**src/rtl/multicycle_controller_if.sv**
```systemverilog
// Control bundle between the multicycle controller and its datapath: instruction
// fields and ALU flags flow in, mux selects and write enables flow out.
interface multicycle_controller_if;
    logic [19:0] Instr;
    logic [3:0]  ALUFlags;
    logic        PCWrite;
    logic        MemWrite;
    logic        RegWrite;
    logic        IRWrite;
    logic        AdrSrc;
    logic [1:0]  RegSrc;
    logic [1:0]  ALUSrcA;
    logic [1:0]  ALUSrcB;
    logic [1:0]  ResultSrc;
    logic [1:0]  ImmSrc;
    logic [1:0]  ALUControl;
    logic [3:0]  State;

    modport master (
        input  Instr, ALUFlags,
        output PCWrite, MemWrite, RegWrite, IRWrite, AdrSrc, RegSrc,
        output ALUSrcA, ALUSrcB, ResultSrc, ImmSrc, ALUControl, State
    );

    modport slave (
        output Instr, ALUFlags,
        input  PCWrite, MemWrite, RegWrite, IRWrite, AdrSrc, RegSrc,
        input  ALUSrcA, ALUSrcB, ResultSrc, ImmSrc, ALUControl, State
    );
endinterface

```
**src/rtl/multicycle_controller.sv**
```systemverilog
// Multicycle ARM-subset control unit: FSM sequencing, ALU decode, NZCV flag
// storage and condition-gated architectural writes.
module multicycle_controller #(
    parameter bit UNDEF_TRAP = 1'b0
) (
    input  logic                   clk,
    input  logic                   reset,
    multicycle_controller_if.master bus
);

    typedef enum logic [3:0] {
        S_FETCH    = 4'd0,
        S_DECODE   = 4'd1,
        S_MEMADR   = 4'd2,
        S_MEMRD    = 4'd3,
        S_MEMWB    = 4'd4,
        S_MEMWR    = 4'd5,
        S_EXECUTER = 4'd6,
        S_EXECUTEI = 4'd7,
        S_ALUWB    = 4'd8,
        S_BRANCH   = 4'd9,
        S_HALT     = 4'd10
    } state_t;

    state_t      r_state;
    state_t      w_state_next;

    logic [3:0]  w_cond;
    logic [1:0]  w_op;
    logic [5:0]  w_funct;
    logic [3:0]  w_rd;
    logic        w_unused_rn;

    logic [3:0]  w_flags;
    logic        w_cond_ex;
    logic [1:0]  w_alu_dec_ctl;
    logic [1:0]  w_flag_w;
    logic        w_exec;
    logic        w_flag_upd;

    logic        w_next_pc;
    logic        w_branch;
    logic        w_reg_w;
    logic        w_mem_w;
    logic        w_ir_write;
    logic        w_adr_src;
    logic [1:0]  w_alu_src_a;
    logic [1:0]  w_alu_src_b;
    logic [1:0]  w_result_src;
    logic [1:0]  w_alu_control;
    logic        w_pcs;

    // Instr carries bits [31:12] of the instruction word, so field positions are offset by 12.
    assign w_cond      = bus.Instr[19:16];
    assign w_op        = bus.Instr[15:14];
    assign w_funct     = bus.Instr[13:8];
    assign w_rd        = bus.Instr[3:0];
    assign w_unused_rn = ^bus.Instr[7:4];

    always_ff @(posedge clk) begin
        if (reset) begin
            r_state <= S_FETCH;
        end else begin
            r_state <= w_state_next;
        end
    end

    always_comb begin
        w_state_next  = S_FETCH;
        w_next_pc     = 1'b0;
        w_branch      = 1'b0;
        w_reg_w       = 1'b0;
        w_mem_w       = 1'b0;
        w_ir_write    = 1'b0;
        w_adr_src     = 1'b0;
        w_alu_src_a   = 2'b00;
        w_alu_src_b   = 2'b00;
        w_result_src  = 2'b00;
        w_alu_control = 2'b00;
        w_exec        = 1'b0;
        case (r_state)
            S_FETCH: begin
                w_state_next  = S_DECODE;
                w_ir_write    = 1'b1;
                w_next_pc     = 1'b1;
                w_alu_src_a   = 2'b01;
                w_alu_src_b   = 2'b10;
                w_result_src  = 2'b10;
            end
            S_DECODE: begin
                w_alu_src_a   = 2'b01;
                w_alu_src_b   = 2'b10;
                w_result_src  = 2'b10;
                case (w_op)
                    2'b00:   w_state_next = w_funct[5] ? S_EXECUTEI : S_EXECUTER;
                    2'b01:   w_state_next = S_MEMADR;
                    2'b10:   w_state_next = S_BRANCH;
                    default: w_state_next = UNDEF_TRAP ? S_HALT : S_FETCH;
                endcase
            end
            S_MEMADR: begin
                w_alu_src_b   = 2'b01;
                w_state_next  = w_funct[0] ? S_MEMRD : S_MEMWR;
            end
            S_MEMRD: begin
                w_adr_src     = 1'b1;
                w_state_next  = S_MEMWB;
            end
            S_MEMWB: begin
                w_result_src  = 2'b01;
                w_reg_w       = 1'b1;
                w_state_next  = S_FETCH;
            end
            S_MEMWR: begin
                w_adr_src     = 1'b1;
                w_mem_w       = 1'b1;
                w_state_next  = S_FETCH;
            end
            S_EXECUTER: begin
                w_alu_control = w_alu_dec_ctl;
                w_exec        = 1'b1;
                w_state_next  = S_ALUWB;
            end
            S_EXECUTEI: begin
                w_alu_src_b   = 2'b01;
                w_alu_control = w_alu_dec_ctl;
                w_exec        = 1'b1;
                w_state_next  = S_ALUWB;
            end
            S_ALUWB: begin
                w_reg_w       = 1'b1;
                w_state_next  = S_FETCH;
            end
            S_BRANCH: begin
                w_alu_src_a   = 2'b10;
                w_alu_src_b   = 2'b01;
                w_result_src  = 2'b10;
                w_branch      = 1'b1;
                w_state_next  = S_FETCH;
            end
            S_HALT: begin
                w_state_next  = S_HALT;
            end
            default: begin
                w_state_next  = S_FETCH;
            end
        endcase
    end

    // Unrecognised data-processing opcodes fall back to ADD, which also enables the CV update.
    always_comb begin
        w_alu_dec_ctl = 2'b00;
        case (w_funct[4:1])
            4'b0100: w_alu_dec_ctl = 2'b00;
            4'b0010: w_alu_dec_ctl = 2'b01;
            4'b0000: w_alu_dec_ctl = 2'b10;
            4'b1100: w_alu_dec_ctl = 2'b11;
            default: w_alu_dec_ctl = 2'b00;
        endcase
        w_flag_w[1] = w_funct[0];
        w_flag_w[0] = w_funct[0] & ~w_alu_dec_ctl[1];
    end

    always_comb begin
        logic n_f, z_f, c_f, v_f;
        {n_f, z_f, c_f, v_f} = w_flags;
        w_cond_ex = 1'b0;
        case (w_cond)
            4'b0000: w_cond_ex = z_f;
            4'b0001: w_cond_ex = ~z_f;
            4'b0010: w_cond_ex = c_f;
            4'b0011: w_cond_ex = ~c_f;
            4'b0100: w_cond_ex = n_f;
            4'b0101: w_cond_ex = ~n_f;
            4'b0110: w_cond_ex = v_f;
            4'b0111: w_cond_ex = ~v_f;
            4'b1000: w_cond_ex = c_f & ~z_f;
            4'b1001: w_cond_ex = ~c_f | z_f;
            4'b1010: w_cond_ex = (n_f == v_f);
            4'b1011: w_cond_ex = (n_f != v_f);
            4'b1100: w_cond_ex = ~z_f & (n_f == v_f);
            4'b1101: w_cond_ex = z_f | (n_f != v_f);
            4'b1110: w_cond_ex = 1'b1;
            default: w_cond_ex = 1'b0;
        endcase
    end

    assign w_flag_upd = w_exec & w_cond_ex;

    // Field 1 holds NZ (flags[3:2]), field 0 holds CV (flags[1:0]); each has its own write enable.
    genvar gi;
    generate
        for (gi = 0; gi < 2; gi++) begin : g_flag_field
            logic [1:0] r_field;
            always_ff @(posedge clk) begin
                if (reset) begin
                    r_field <= 2'b00;
                end else if (w_flag_upd && w_flag_w[gi]) begin
                    r_field <= bus.ALUFlags[2*gi+1 -: 2];
                end
            end
            assign w_flags[2*gi+1 -: 2] = r_field;
        end
    endgenerate

    assign w_pcs          = w_branch | (w_reg_w & (w_rd == 4'hF));

    assign bus.PCWrite    = w_next_pc | (w_pcs & w_cond_ex);
    assign bus.MemWrite   = w_mem_w & w_cond_ex;
    assign bus.RegWrite   = w_reg_w & w_cond_ex;
    assign bus.IRWrite    = w_ir_write;
    assign bus.AdrSrc     = w_adr_src;
    assign bus.RegSrc     = {(w_op == 2'b01), (w_op == 2'b10)};
    assign bus.ALUSrcA    = w_alu_src_a;
    assign bus.ALUSrcB    = w_alu_src_b;
    assign bus.ResultSrc  = w_result_src;
    assign bus.ImmSrc     = w_op;
    assign bus.ALUControl = w_alu_control;
    assign bus.State      = r_state;

endmodule

```
**src/flat_wrapper.sv**
```systemverilog
// flat-port wrapper written by rule: the top's interface ports become plain ports
module multicycle_controller_flat 
#(
    parameter bit UNDEF_TRAP = 1'b0
)
  (clk, reset, bus_Instr, bus_ALUFlags, bus_PCWrite, bus_MemWrite, bus_RegWrite, bus_IRWrite, bus_AdrSrc, bus_RegSrc, bus_ALUSrcA, bus_ALUSrcB, bus_ResultSrc, bus_ImmSrc, bus_ALUControl, bus_State);
  multicycle_controller_if bus_i ();
  input  logic clk;
  input  logic reset;
  input wire logic [$bits(bus_i.Instr)-1:0] bus_Instr;
  input wire logic [$bits(bus_i.ALUFlags)-1:0] bus_ALUFlags;
  output wire logic [$bits(bus_i.PCWrite)-1:0] bus_PCWrite;
  output wire logic [$bits(bus_i.MemWrite)-1:0] bus_MemWrite;
  output wire logic [$bits(bus_i.RegWrite)-1:0] bus_RegWrite;
  output wire logic [$bits(bus_i.IRWrite)-1:0] bus_IRWrite;
  output wire logic [$bits(bus_i.AdrSrc)-1:0] bus_AdrSrc;
  output wire logic [$bits(bus_i.RegSrc)-1:0] bus_RegSrc;
  output wire logic [$bits(bus_i.ALUSrcA)-1:0] bus_ALUSrcA;
  output wire logic [$bits(bus_i.ALUSrcB)-1:0] bus_ALUSrcB;
  output wire logic [$bits(bus_i.ResultSrc)-1:0] bus_ResultSrc;
  output wire logic [$bits(bus_i.ImmSrc)-1:0] bus_ImmSrc;
  output wire logic [$bits(bus_i.ALUControl)-1:0] bus_ALUControl;
  output wire logic [$bits(bus_i.State)-1:0] bus_State;
  assign bus_i.Instr = bus_Instr;
  assign bus_i.ALUFlags = bus_ALUFlags;
  assign bus_PCWrite = bus_i.PCWrite;
  assign bus_MemWrite = bus_i.MemWrite;
  assign bus_RegWrite = bus_i.RegWrite;
  assign bus_IRWrite = bus_i.IRWrite;
  assign bus_AdrSrc = bus_i.AdrSrc;
  assign bus_RegSrc = bus_i.RegSrc;
  assign bus_ALUSrcA = bus_i.ALUSrcA;
  assign bus_ALUSrcB = bus_i.ALUSrcB;
  assign bus_ResultSrc = bus_i.ResultSrc;
  assign bus_ImmSrc = bus_i.ImmSrc;
  assign bus_ALUControl = bus_i.ALUControl;
  assign bus_State = bus_i.State;
  multicycle_controller #(.UNDEF_TRAP(UNDEF_TRAP)) u_core (.clk(clk), .reset(reset), .bus(bus_i));
endmodule
```
**config.mk**
```make
export PLATFORM = sky130hd
export DESIGN_NAME = multicycle_controller_flat
export DESIGN_NICKNAME = d
export VERILOG_FILES = /design/src/rtl/multicycle_controller_if.sv /design/src/rtl/multicycle_controller.sv /design/src/flat_wrapper.sv
export SDC_FILE = /design/constraint.sdc
export NUM_CORES = 1
export LEC_CHECK = 0
export CAP_MARGIN = 10
export CORE_ASPECT_RATIO = 1.75
export CORE_UTILIZATION = 38
export CTS_CLUSTER_SIZE = 25
export DETAILED_ROUTE_END_ITERATION = 16
export PLACE_DENSITY = 0.79
export REMOVE_ABC_BUFFERS = 1
export SLEW_MARGIN = 20
export SYNTH_ARGS = -nofsm -noshare
export SYNTH_HDL_FRONTEND = slang
export SYNTH_SLANG_ARGS = --single-unit
```
**constraint.sdc**
```tcl
create_clock -name clk -period 2.4 [get_ports clk]
set_input_delay 0.48 -clock clk [delete_from_list [all_inputs] [get_ports clk]]
set_output_delay 0.48 -clock clk [all_outputs]
set_load 0.005 [all_outputs]
```
==> results of run 1 <==
-- routing by layer --
metal / vias to the layer above / GRT usage (%) / wire length (um)
li1: 507 / - / -
met1: 481 / 20.90 / 949
met2: 27 / 44.28 / 1514
met3: 4 / 2.027 / 55
met4: 0 / 5.357 / 28
met5: - / 0 / 0
-- repair_timing --
| action | in CTS | in global routing |
|---|---|---|
| pin swaps | 6 | 7 |
| setup endpoints to repair | 3 | 4 |
| buffers inserted | 3 | 1 |
| resized for setup | 37 | 13 |
-- kinds of logic after synthesis --
| group | share of synthesized area [%] |
|---|---|
| DFF | 18.52 |
| AOI/OAI and AO/OA | 25.18 |
| xor gates and xnor gates | 6.802 |
| muxes | 6.947 |
| buffers and inverters | 5.642 |
| and+or+nand+nor | 36.90 |
-- synthesized netlist by cell type --
| library cell | count | area share [%] |
|---|---|---|
| a2111oi_4 | 1 | 3.2 |
| a211oi_1 | 2 | 1.7 |
| a21oi_1 | 1 | 0.58 |
| a21oi_2 | 2 | 2.0 |
| a22o_1 | 1 | 1.0 |
| a22oi_1 | 1 | 0.87 |
| and2_1 | 2 | 1.4 |
| and2_4 | 1 | 1.0 |
| and3_1 | 2 | 1.4 |
| buf_1 | 1 | 0.43 |
| buf_4 | 2 | 1.7 |
| buf_6 | 1 | 1.3 |
| clkbuf_1 | 4 | 1.7 |
| dfxtp_1 | 8 | 19 |
| inv_1 | 1 | 0.43 |
| mux2i_1 | 6 | 6.9 |
| nand2_1 | 4 | 1.7 |
| nand2b_1 | 17 | 12 |
| nand3_1 | 1 | 0.58 |
| nand3b_1 | 1 | 0.87 |
| nand4_1 | 1 | 0.72 |
| nand4bb_1 | 1 | 1.3 |
| nor2_1 | 15 | 6.5 |
| nor2b_1 | 3 | 2.2 |
| nor3_1 | 6 | 3.5 |
| nor4b_2 | 1 | 1.7 |
| o211ai_1 | 1 | 0.87 |
| o21ai_0 | 6 | 3.5 |
| o221ai_1 | 1 | 1.0 |
| o22ai_1 | 1 | 0.72 |
| o22ai_2 | 1 | 1.4 |
| o311ai_0 | 1 | 1.0 |
| o311ai_2 | 1 | 1.9 |
| o31ai_1 | 1 | 0.87 |
| o31ai_2 | 1 | 1.4 |
| o32a_1 | 1 | 1.2 |
| o32ai_2 | 1 | 1.9 |
| or2_2 | 1 | 0.72 |
| or2b_1 | 1 | 0.87 |
| xnor2_1 | 3 | 3.0 |
| xor2_1 | 1 | 1.0 |
| xor3_1 | 1 | 2.7 |
-- power groups by stage --
stage	registers, mW	logic, mW	clock network (mW)
floorplan	0.153	0.0732	0
detailed placement	0.151	0.196	0
global placement	0.150	0.192	0
finish	0.149	0.207	0.102
CTS	0.148	0.205	0.106
global route	0.150	0.224	0.112
-- layout make-up --
| type | count | area [um^2] | share of cell area [%] |
|---|---|---|---|
| well taps | 24 | 30.03 | 2.010 |
| inverters | 1 | 3.754 | 0.2513 |
| clock buffers | 3 | 22.52 | 1.508 |
| multi-input cells | 92 | 737.0 | 49.33 |
| repair buffers | 59 | 534.3 | 35.76 |
| flip-flops and latches | 8 | 166.4 | 11.14 |
-- tightest hold or removal path, cell delays in order, from the launching register on --
cell	delay, ps
dfxtp_2	340
nand2b_1	70
mux2i_1	50
-- flip-flops by register name, summed over array words and instances (netlist names) --
name                         cells
u_core.bus.State                 4
u_core.g_flag_field.r_field      4
-- final timing paths --
kind         cells after the start                              start  slack [ps]                           endpoint
min                              2  u_core.g_flag_field[0].r_field[0]         500  u_core.g_flag_field[0].r_field[0]
max                              7  u_core.g_flag_field[1].r_field[1]          -1                       bus_RegWrite
min reg2reg                      2  u_core.g_flag_field[0].r_field[0]         500  u_core.g_flag_field[0].r_field[0]
max reg2reg                      8  u_core.g_flag_field[1].r_field[1]         480  u_core.g_flag_field[1].r_field[0]
==> impl_metrics.json, run 1 <==
{
  "period_share_pct": 100.0,
  "cp_cell_sequence": "buf_6 > xor3_1 > o22ai_2 > o32ai_2 > and2_4 > a2111oi_4 > buf_2",
  "gp_congestion": 0.7449,
  "cp_slowest_cell": "xor3_1",
  "hold_ws_ps": 500.1,
  "dr.pass1.iters": 4,
  "worst_pin_slew_ps": 346.7,
  "crit_family": "compound AO/OA/AOI/OAI gates",
  "outcome": "finished, violations left",
  "port_buffers": 42,
  "die_w_um": 38.06,
  "clock_sinks": 8,
  "hpwl_um": 1972,
  "power_frac_comb_pct": 45.2,
  "start_util_pct": 40.79,
  "area_delta_synth_final_pct": 72.79,
  "wl_per_cell_um": 13.63,
  "p_seq_share_pct": 32.5,
  "via_per_inst": 5.449,
  "grt_pass1_vias": 965,
  "cp.required_ps": 1920,
  "cts.path.max_buffers": 2,
  "fillers": 167,
  "io_pins": 47,
  "power_switching_share_pct": 30.38,
  "ir_worst_vdd_uv": 278.2,
  "final_common_cell": "clkdlybuf4s50_1",
  "stdcell_count": 187,
  "track_usage_pct": 21.71,
  "postRouteWirelength_um": 2548,
  "ys.warnings.count": 0,
  "cts_htree_levels": 1,
  "setup_ws_ps": -0.9965,
  "rsz0062_at_grt": "true",
  "drcViolationCount": 0,
  "power_switching_mw": 0.1392,
  "p_leak_nw": 0.5461,
  "ys_types": 42,
  "dpl.cell_count": 180,
  "tritoncts": "done",
  "startpoint_type": "register",
  "die_h_um": 65.10,
  "max_cap_viol_count": 0,
  "synth-seq-area-share_pct": 18.52,
  "holdBufCountCts": 0,
  "grt_pass1_wl_um": 3981,
  "critPathCaptureType": "output port",
  "critPathMaxStageDelay_ps": 400,
  "rows": 22,
  "power_frac_clock_pct": 22.3,
  "final_cell_mix": "35 x clkdlybuf4s50_1, 17 x nand2b_1, 14 x nor2_1, 14 x buf_4, 6 x o21ai_0",
  "final_util_pct": 70.48,
  "hold_violations": 0,
  "fin_skew_ps": 7.496,
  "avgSynthCellArea_um2": 7.932,
  "crit_fanout": 2,
  "layout.nets": 191,
  "syn_inst": 109,
  "p_total_mw": 0.4584,
  "clock-root-buffer": "clkbuf_4",
  "slew_viol_final": 0,
  "clkSlewWorstSetupHoldPaths_ps": 60,
  "first_iter_violations": 15,
  "cts_buffers": 3,
  "syn_area_um2": 864.6,
  "max_freq_ghz": 0.4165,
  "clkLatencyLatePin_ps": 250,
  "dpl_cell_area_mm2": 0.001368,
  "violations": "negative setup slack",
  "antenna_left": 0,
  "antenna_found_initial": 0,
  "worstHoldPathType": "register to register",
  "synth_seq_cells": 8,
  "finalSetupTns_ps": -0.9965,
  "drive_above_1_share_pct": 31.90,
  "overflow": 0,
  "num_vias": 1019,
  "grt_max_degree": 13,
  "dp_slack_ps": -771.7,
  "final_area_mm2": 0.001494,
  "diodes": 0,
  "relSlewSlack_pct": 76.82,
  "dieArea_mm2": 0.002477,
  "min_period_ps": 2401,
  "p_per_area_mw_per_mm2": 306.8,
  "worstPathArrival_ps": 1920,
  "setup_viol": 1,
  "worst-path-buf-inv": 2,
  "core_mm2": 0.002120,
  "crit_type": "register to output port",
  "p_int_mw": 0.3191
}
Note: power is estimated with default switching activity, not from simulation.
==> run 2, diff against run 1 <==
clock period = 2.5 ns   (was 2.4 ns; I/O delays follow)
==> run 2 against run 1 <==
Effect of this change:
- the run still ends with negative setup slack left
- hold slack gained 33 ps
- critical path depth grew 1
- critical endpoint unchanged
- die area is the same
- setup slack lost 2.9 ps
- sequential share of layout area shrank 0.19 points
- register-to-register slack gained 160 ps
- non-clock buffer count grew 1
- core utilization grew 1.2 points
- clock skew is essentially flat
- critical path type unchanged
- combinational power is essentially flat
- global-route usage grew 1.3 points
==> impl_metrics.json, run 2 (synthesized netlist as in run 1, its figures left out) <==
{
  "outcome": "finished, violations left",
  "violations": "negative setup slack",
  "ir_worst_vdd_uv": 228.2,
  "holdBufCountCts": 0,
  "antenna_left": 0,
  "clock-root-buffer": "clkbuf_4",
  "antenna_found_initial": 0,
  "p_leak_nw": 0.5535,
  "rsz0062_at_grt": "true",
  "port_buffers": 42,
  "finalSetupTns_ps": -3.936,
  "diodes": 0,
  "p_seq_share_pct": 30.8,
  "layout.nets": 192,
  "die_w_um": 38.06,
  "max_freq_ghz": 0.3994,
  "p_per_area_mw_per_mm2": 294.6,
  "via_per_inst": 5.436,
  "core_mm2": 0.002120,
  "grt_max_degree": 13,
  "tritoncts": "done",
  "hpwl_um": 1993,
  "drive_above_1_share_pct": 27.44,
  "overflow": 0,
  "power_switching_share_pct": 30.84,
  "regArea_um2": 166.4,
  "p_int_mw": 0.3098,
  "worstHoldPathType": "register to register",
  "cp.required_ps": 2000,
  "relSlewSlack_pct": 78.08,
  "dieArea_mm2": 0.002477,
  "power_switching_mw": 0.1382,
  "critPathCaptureType": "output port",
  "worstPathArrival_ps": 2000,
  "power_frac_clock_pct": 22.8,
  "multi_input_area_um2": 740.7,
  "final_util_pct": 71.72,
  "postRouteWirelength_um": 2690,
  "slew_viol_final": 0,
  "grt_pass1_wl_um": 4278,
  "cts_buffers": 3,
  "clock_sinks": 8,
  "first_iter_violations": 10,
  "fin_skew_ps": 7.252,
  "drcViolationCount": 0,
  "period_share_pct": 100.2,
  "rows": 22,
  "fillers": 174,
  "clkSlewWorstSetupHoldPaths_ps": 60,
  "io_pins": 47,
  "area_delta_synth_final_pct": 75.83,
  "min_period_ps": 2504,
  "max_cap_viol_count": 0,
  "crit_fanout": 4,
  "cts.path.max_buffers": 2,
  "grt_pass1_vias": 997,
  "setup_ws_ps": -3.936,
  "dr.pass1.iters": 4,
  "clkLatencyLatePin_ps": 250,
  "final_common_cell": "clkdlybuf4s50_1",
  "final_cell_mix": "35 x clkdlybuf4s50_1, 17 x nand2b_1, 15 x nor2_1, 15 x buf_4, 6 x o21ai_0",
  "hold_violations": 0,
  "crit_type": "register to output port",
  "startpoint_type": "register",
  "die_h_um": 65.10,
  "track_usage_pct": 23.03,
  "worst_pin_slew_ps": 327.8,
  "cts_htree_levels": 1,
  "power_frac_comb_pct": 46.4,
  "start_util_pct": 40.79,
  "setup_viol": 1,
  "gp_congestion": 0.7347,
  "num_vias": 1022,
  "wl_per_cell_um": 14.31
}
## run 2: path summary, 6_finish.rpt
| check | startpoint | end | slack (ps) | cells after the start |
|---|---|---|---|---|
| hold reg to reg | u_core.g_flag_field[0].r_field[0] | u_core.g_flag_field[0].r_field[0] | 530 | 2 |
| setup reg to reg | u_core.g_flag_field[0].r_field[0] | u_core.g_flag_field[1].r_field[0] | 640 | 7 |
| hold / removal | u_core.g_flag_field[0].r_field[0] | u_core.g_flag_field[0].r_field[0] | 530 | 2 |
| setup / recovery | u_core.g_flag_field[0].r_field[0] | bus_RegWrite | -4 | 8 |
## run 2: layer usage
layer	vias to the layer above	track usage [%]	wire length [um]
met4	0	6.250	0
met3	0	2.027	63
met2	27	43.01	1674
met1	494	25.96	952
li1	501	-	-
met5	-	0	0
## run 2: area by class of cell
type | instances | area share (%)
Timing Repair Buffer | 60 | 36.63
Sequential cell | 8 | 10.95
Clock buffer | 3 | 1.481
Inverter | 1 | 0.2469
Tap cell | 24 | 1.975
Multi-Input combinational cell | 92 | 48.72
## run 2: critical path, stage by stage, from the launching register on
cell,delay [ps]
dfxtp_4,360
buf_6,130
xor2_4,200
and3_4,230
o31ai_4,70
buf_4,140
and2_4,160
a2111oi_4,300
buf_2,160
## run 2: repair_timing
action | CTS | global route
endpoints found under the setup margin | 3 | 3
gates cloned | 0 | 0
gates resized for setup | 37 | 9
pin swaps | 5 | 5
buffers inserted | 4 | 1
## run 2: power groups by stage
stage | sequential [mW] | combinational [mW] | clock, mW
6_report | 0.138 | 0.208 | 0.102
5_1_grt | 0.139 | 0.222 | 0.111
4_1_cts | 0.139 | 0.201 | 0.105
3_5_place_dp | 0.142 | 0.192 | 0
3_3_place_gp | 0.141 | 0.187 | 0
2_1_floorplan | 0.147 | 0.0703 | 0
## run 2: stage by stage
| stage | cells | area (um^2) | hold WS [ps] | setup slack (ps) | power (mW) |
|---|---|---|---|---|---|
| 2_1_floorplan | 101 | 819.5 | 476.3 | 422.8 | 0.2173 |
| 3_3_place_gp | 180 | 1368 | 512.5 | -645.6 | 0.3284 |
| 3_5_place_dp | 180 | 1368 | 521.1 | -708.3 | 0.3336 |
| 4_1_cts | 187 | 1468 | 505.8 | 0.9981 | 0.4450 |
| 5_1_grt | 188 | 1520 | 578.3 | -135.9 | 0.4720 |
| 6_report | 188 | 1520 | 533.6 | -3.936 | 0.4479 |
==> run 3, diff against run 2 <==
SETUP_SLACK_MARGIN = 0.4   (was unset)
TNS_END_PERCENT = 30   (was unset)
==> run 3 against run 2 <==
Effect of this change:
- the flow now finishes without violations
- flip-flop and latch count unchanged
- global-route usage rose by 0.27 points
- clock skew rose by 2.8 ps
- sequential power about the same
- setup slack better by 110 ps
- register-to-register slack barely moved
==> impl_metrics.json, run 3 (synthesized netlist as in run 1, its figures left out) <==
{
  "outcome": "finished, final reports clean",
  "rows": 22,
  "regToRegSetupSlack_ps": 640,
  "crit_fanout": 3,
  "io_pins": 47,
  "rsz0062_at_grt": "true",
  "power_frac_clock_pct": 22.8,
  "grt_pass1_wl_um": 4291,
  "p_int_mw": 0.3143,
  "drcViolationCount": 0,
  "grt_pass1_vias": 997,
  "die_w_um": 38.06,
  "crit_type": "register to output port",
  "first_iter_violations": 30,
  "cp.required_ps": 2000,
  "period_share_pct": 95.93,
  "worstHoldPathType": "register to register",
  "dp_slack_ps": -708.3,
  "die_h_um": 65.10,
  "hpwl_um": 1993,
  "wl_per_cell_um": 15.05,
  "critPathCaptureType": "output port",
  "antenna_found_initial": 0,
  "worstPathArrival_ps": 1900,
  "cts_buffers": 3,
  "final_cell_mix": "33 x clkdlybuf4s50_1, 17 x nand2b_1, 16 x buf_4, 14 x nor2_1",
  "tritoncts": "done",
  "track_usage_pct": 23.30,
  "regArea_um2": 167.7,
  "final_util_pct": 74.03,
  "relSlewSlack_pct": 77.75,
  "startpoint_type": "register",
  "hold_ws_ps": 517.1,
  "setup_ws_ps": 101.7,
  "dr.pass1.iters": 4,
  "power_switching_mw": 0.1443,
  "port_buffers": 42,
  "stdcell_count": 189,
  "final_area_mm2": 0.001569,
  "p_seq_share_pct": 30.2,
  "hold_start": "u_core.g_flag_field[0].r_field[0]",
  "clkSlewWorstSetupHoldPaths_ps": 60,
  "area_delta_synth_final_pct": 81.48,
  "worst_pin_slew_ps": 332.8,
  "power_frac_comb_pct": 47.0,
  "p_per_area_mw_per_mm2": 292.2,
  "r2r_cells": 7,
  "start_util_pct": 40.79,
  "worst_r2r_startpoint": "u_core.g_flag_field[1].r_field[1]",
  "via_per_inst": 5.545,
  "dieArea_mm2": 0.002477,
  "num_vias": 1048,
  "whs_endpoint": "u_core.g_flag_field[0].r_field[0]",
  "p_leak_nw": 0.5834,
  "diodes": 0,
  "min_period_ps": 2398,
  "hold_violations": 0,
  "holdBufCountCts": 0,
  "power_switching_share_pct": 31.46,
  "overflow": 0,
  "core_mm2": 0.002120,
  "clock-root-buffer": "clkbuf_4",
  "antenna_left": 0,
  "multi_input_area_um2": 774.5,
  "clkLatencyLatePin_ps": 260,
  "slew_viol_final": 0,
  "ir_worst_vdd_uv": 278.3,
  "dpl_cell_area_mm2": 0.001368,
  "setup_viol": 0,
  "hold_depth": 2,
  "fillers": 161,
  "drive_above_1_share_pct": 31.52,
  "cts_htree_levels": 1,
  "grt_max_degree": 13,
  "rr_endpoint": "u_core.g_flag_field[1].r_field[0]",
  "clock_sinks": 8,
  "fin_skew_ps": 10.06,
  "postRouteWirelength_um": 2844,
  "gp_congestion": 0.7347,
  "layout.nets": 193,
  "max_freq_ghz": 0.4170,
  "dpl.cell_count": 180,
  "cts.path.max_buffers": 2,
  "max_cap_viol_count": 0,
  "final_common_cell": "clkdlybuf4s50_1"
}
run 3: changes by cell type in the layout (fill, tap and decap cells not counted), sizes merged:
cell	change
buf	+3
clkdlybuf4s15	-1
clkdlybuf4s50	-2
dlymetal6s2s	+1
run 3: final cells by class:
type | count | share of cell area, %
Inverter | 1 | 0.2392
Multi-Input combinational cell | 92 | 49.36
Timing Repair Buffer | 61 | 36.36
Tap cell | 24 | 1.914
Clock buffer | 3 | 1.435
Sequential cell | 8 | 10.69
run 3: power groups by stage:
stage,Clock [mW],Sequential (mW),Combinational (mW)
2_1_floorplan,0,0.147,0.0703
3_3_place_gp,0,0.141,0.187
3_5_place_dp,0,0.142,0.192
4_1_cts,0.105,0.139,0.208
5_1_grt,0.113,0.139,0.230
6_report,0.105,0.139,0.215
run 3: metal layers:
| metal | vias to the layer above | track usage [%] | wire (um) |
|---|---|---|---|
| met2 | 40 | 43.43 | 1689 |
| met4 | 0 | 6.250 | 53 |
| li1 | 510 | - | - |
| met5 | - | 0 | 0 |
| met1 | 491 | 26.38 | 1009 |
| met3 | 7 | 2.027 | 91 |
run 3: through the flow:
step	TNS, ps	power [mW]
2_1_floorplan	0	0.2173
6_report	0	0.4585
3_3_place_gp	-1688	0.3284
4_1_cts	0	0.4512
5_1_grt	0	0.4826
3_5_place_dp	-1889	0.3336
run 3: how the worst max path moves through the flow:
| stage | start | end | slack [ps] | cells past startpoint |
|---|---|---|---|---|
| 2_1_floorplan | bus_Instr[19] | bus_RegWrite | 420 | 5 |
| 3_3_place_gp | bus_Instr[18] | bus_RegWrite | -650 | 7 |
| 6_report | u_core.g_flag_field[1].r_field[1] | bus_RegWrite | 100 | 8 |
| 5_1_grt | u_core.g_flag_field[1].r_field[1] | bus_RegWrite | 50 | 8 |
| 4_1_cts | bus_Instr[16] | bus_RegWrite | 110 | 7 |
| 3_5_place_dp | bus_Instr[18] | bus_RegWrite | -710 | 7 |
run 3: timing repair:
item                                    CTS  global route
pin swaps                                10            11
gates resized for setup                  49            14
endpoints found under the setup margin   16            17
buffers inserted                          5             1
run 3: worst max-delay path, stage by stage, from the launching register on:
cell and delay (ps):
dfxtp_2 360, buf_6 140, xor2_4 190, and3_4 240
o31ai_4 70, buf_4 140, and2_4 150, a2111oi_4 170
buf_2 160
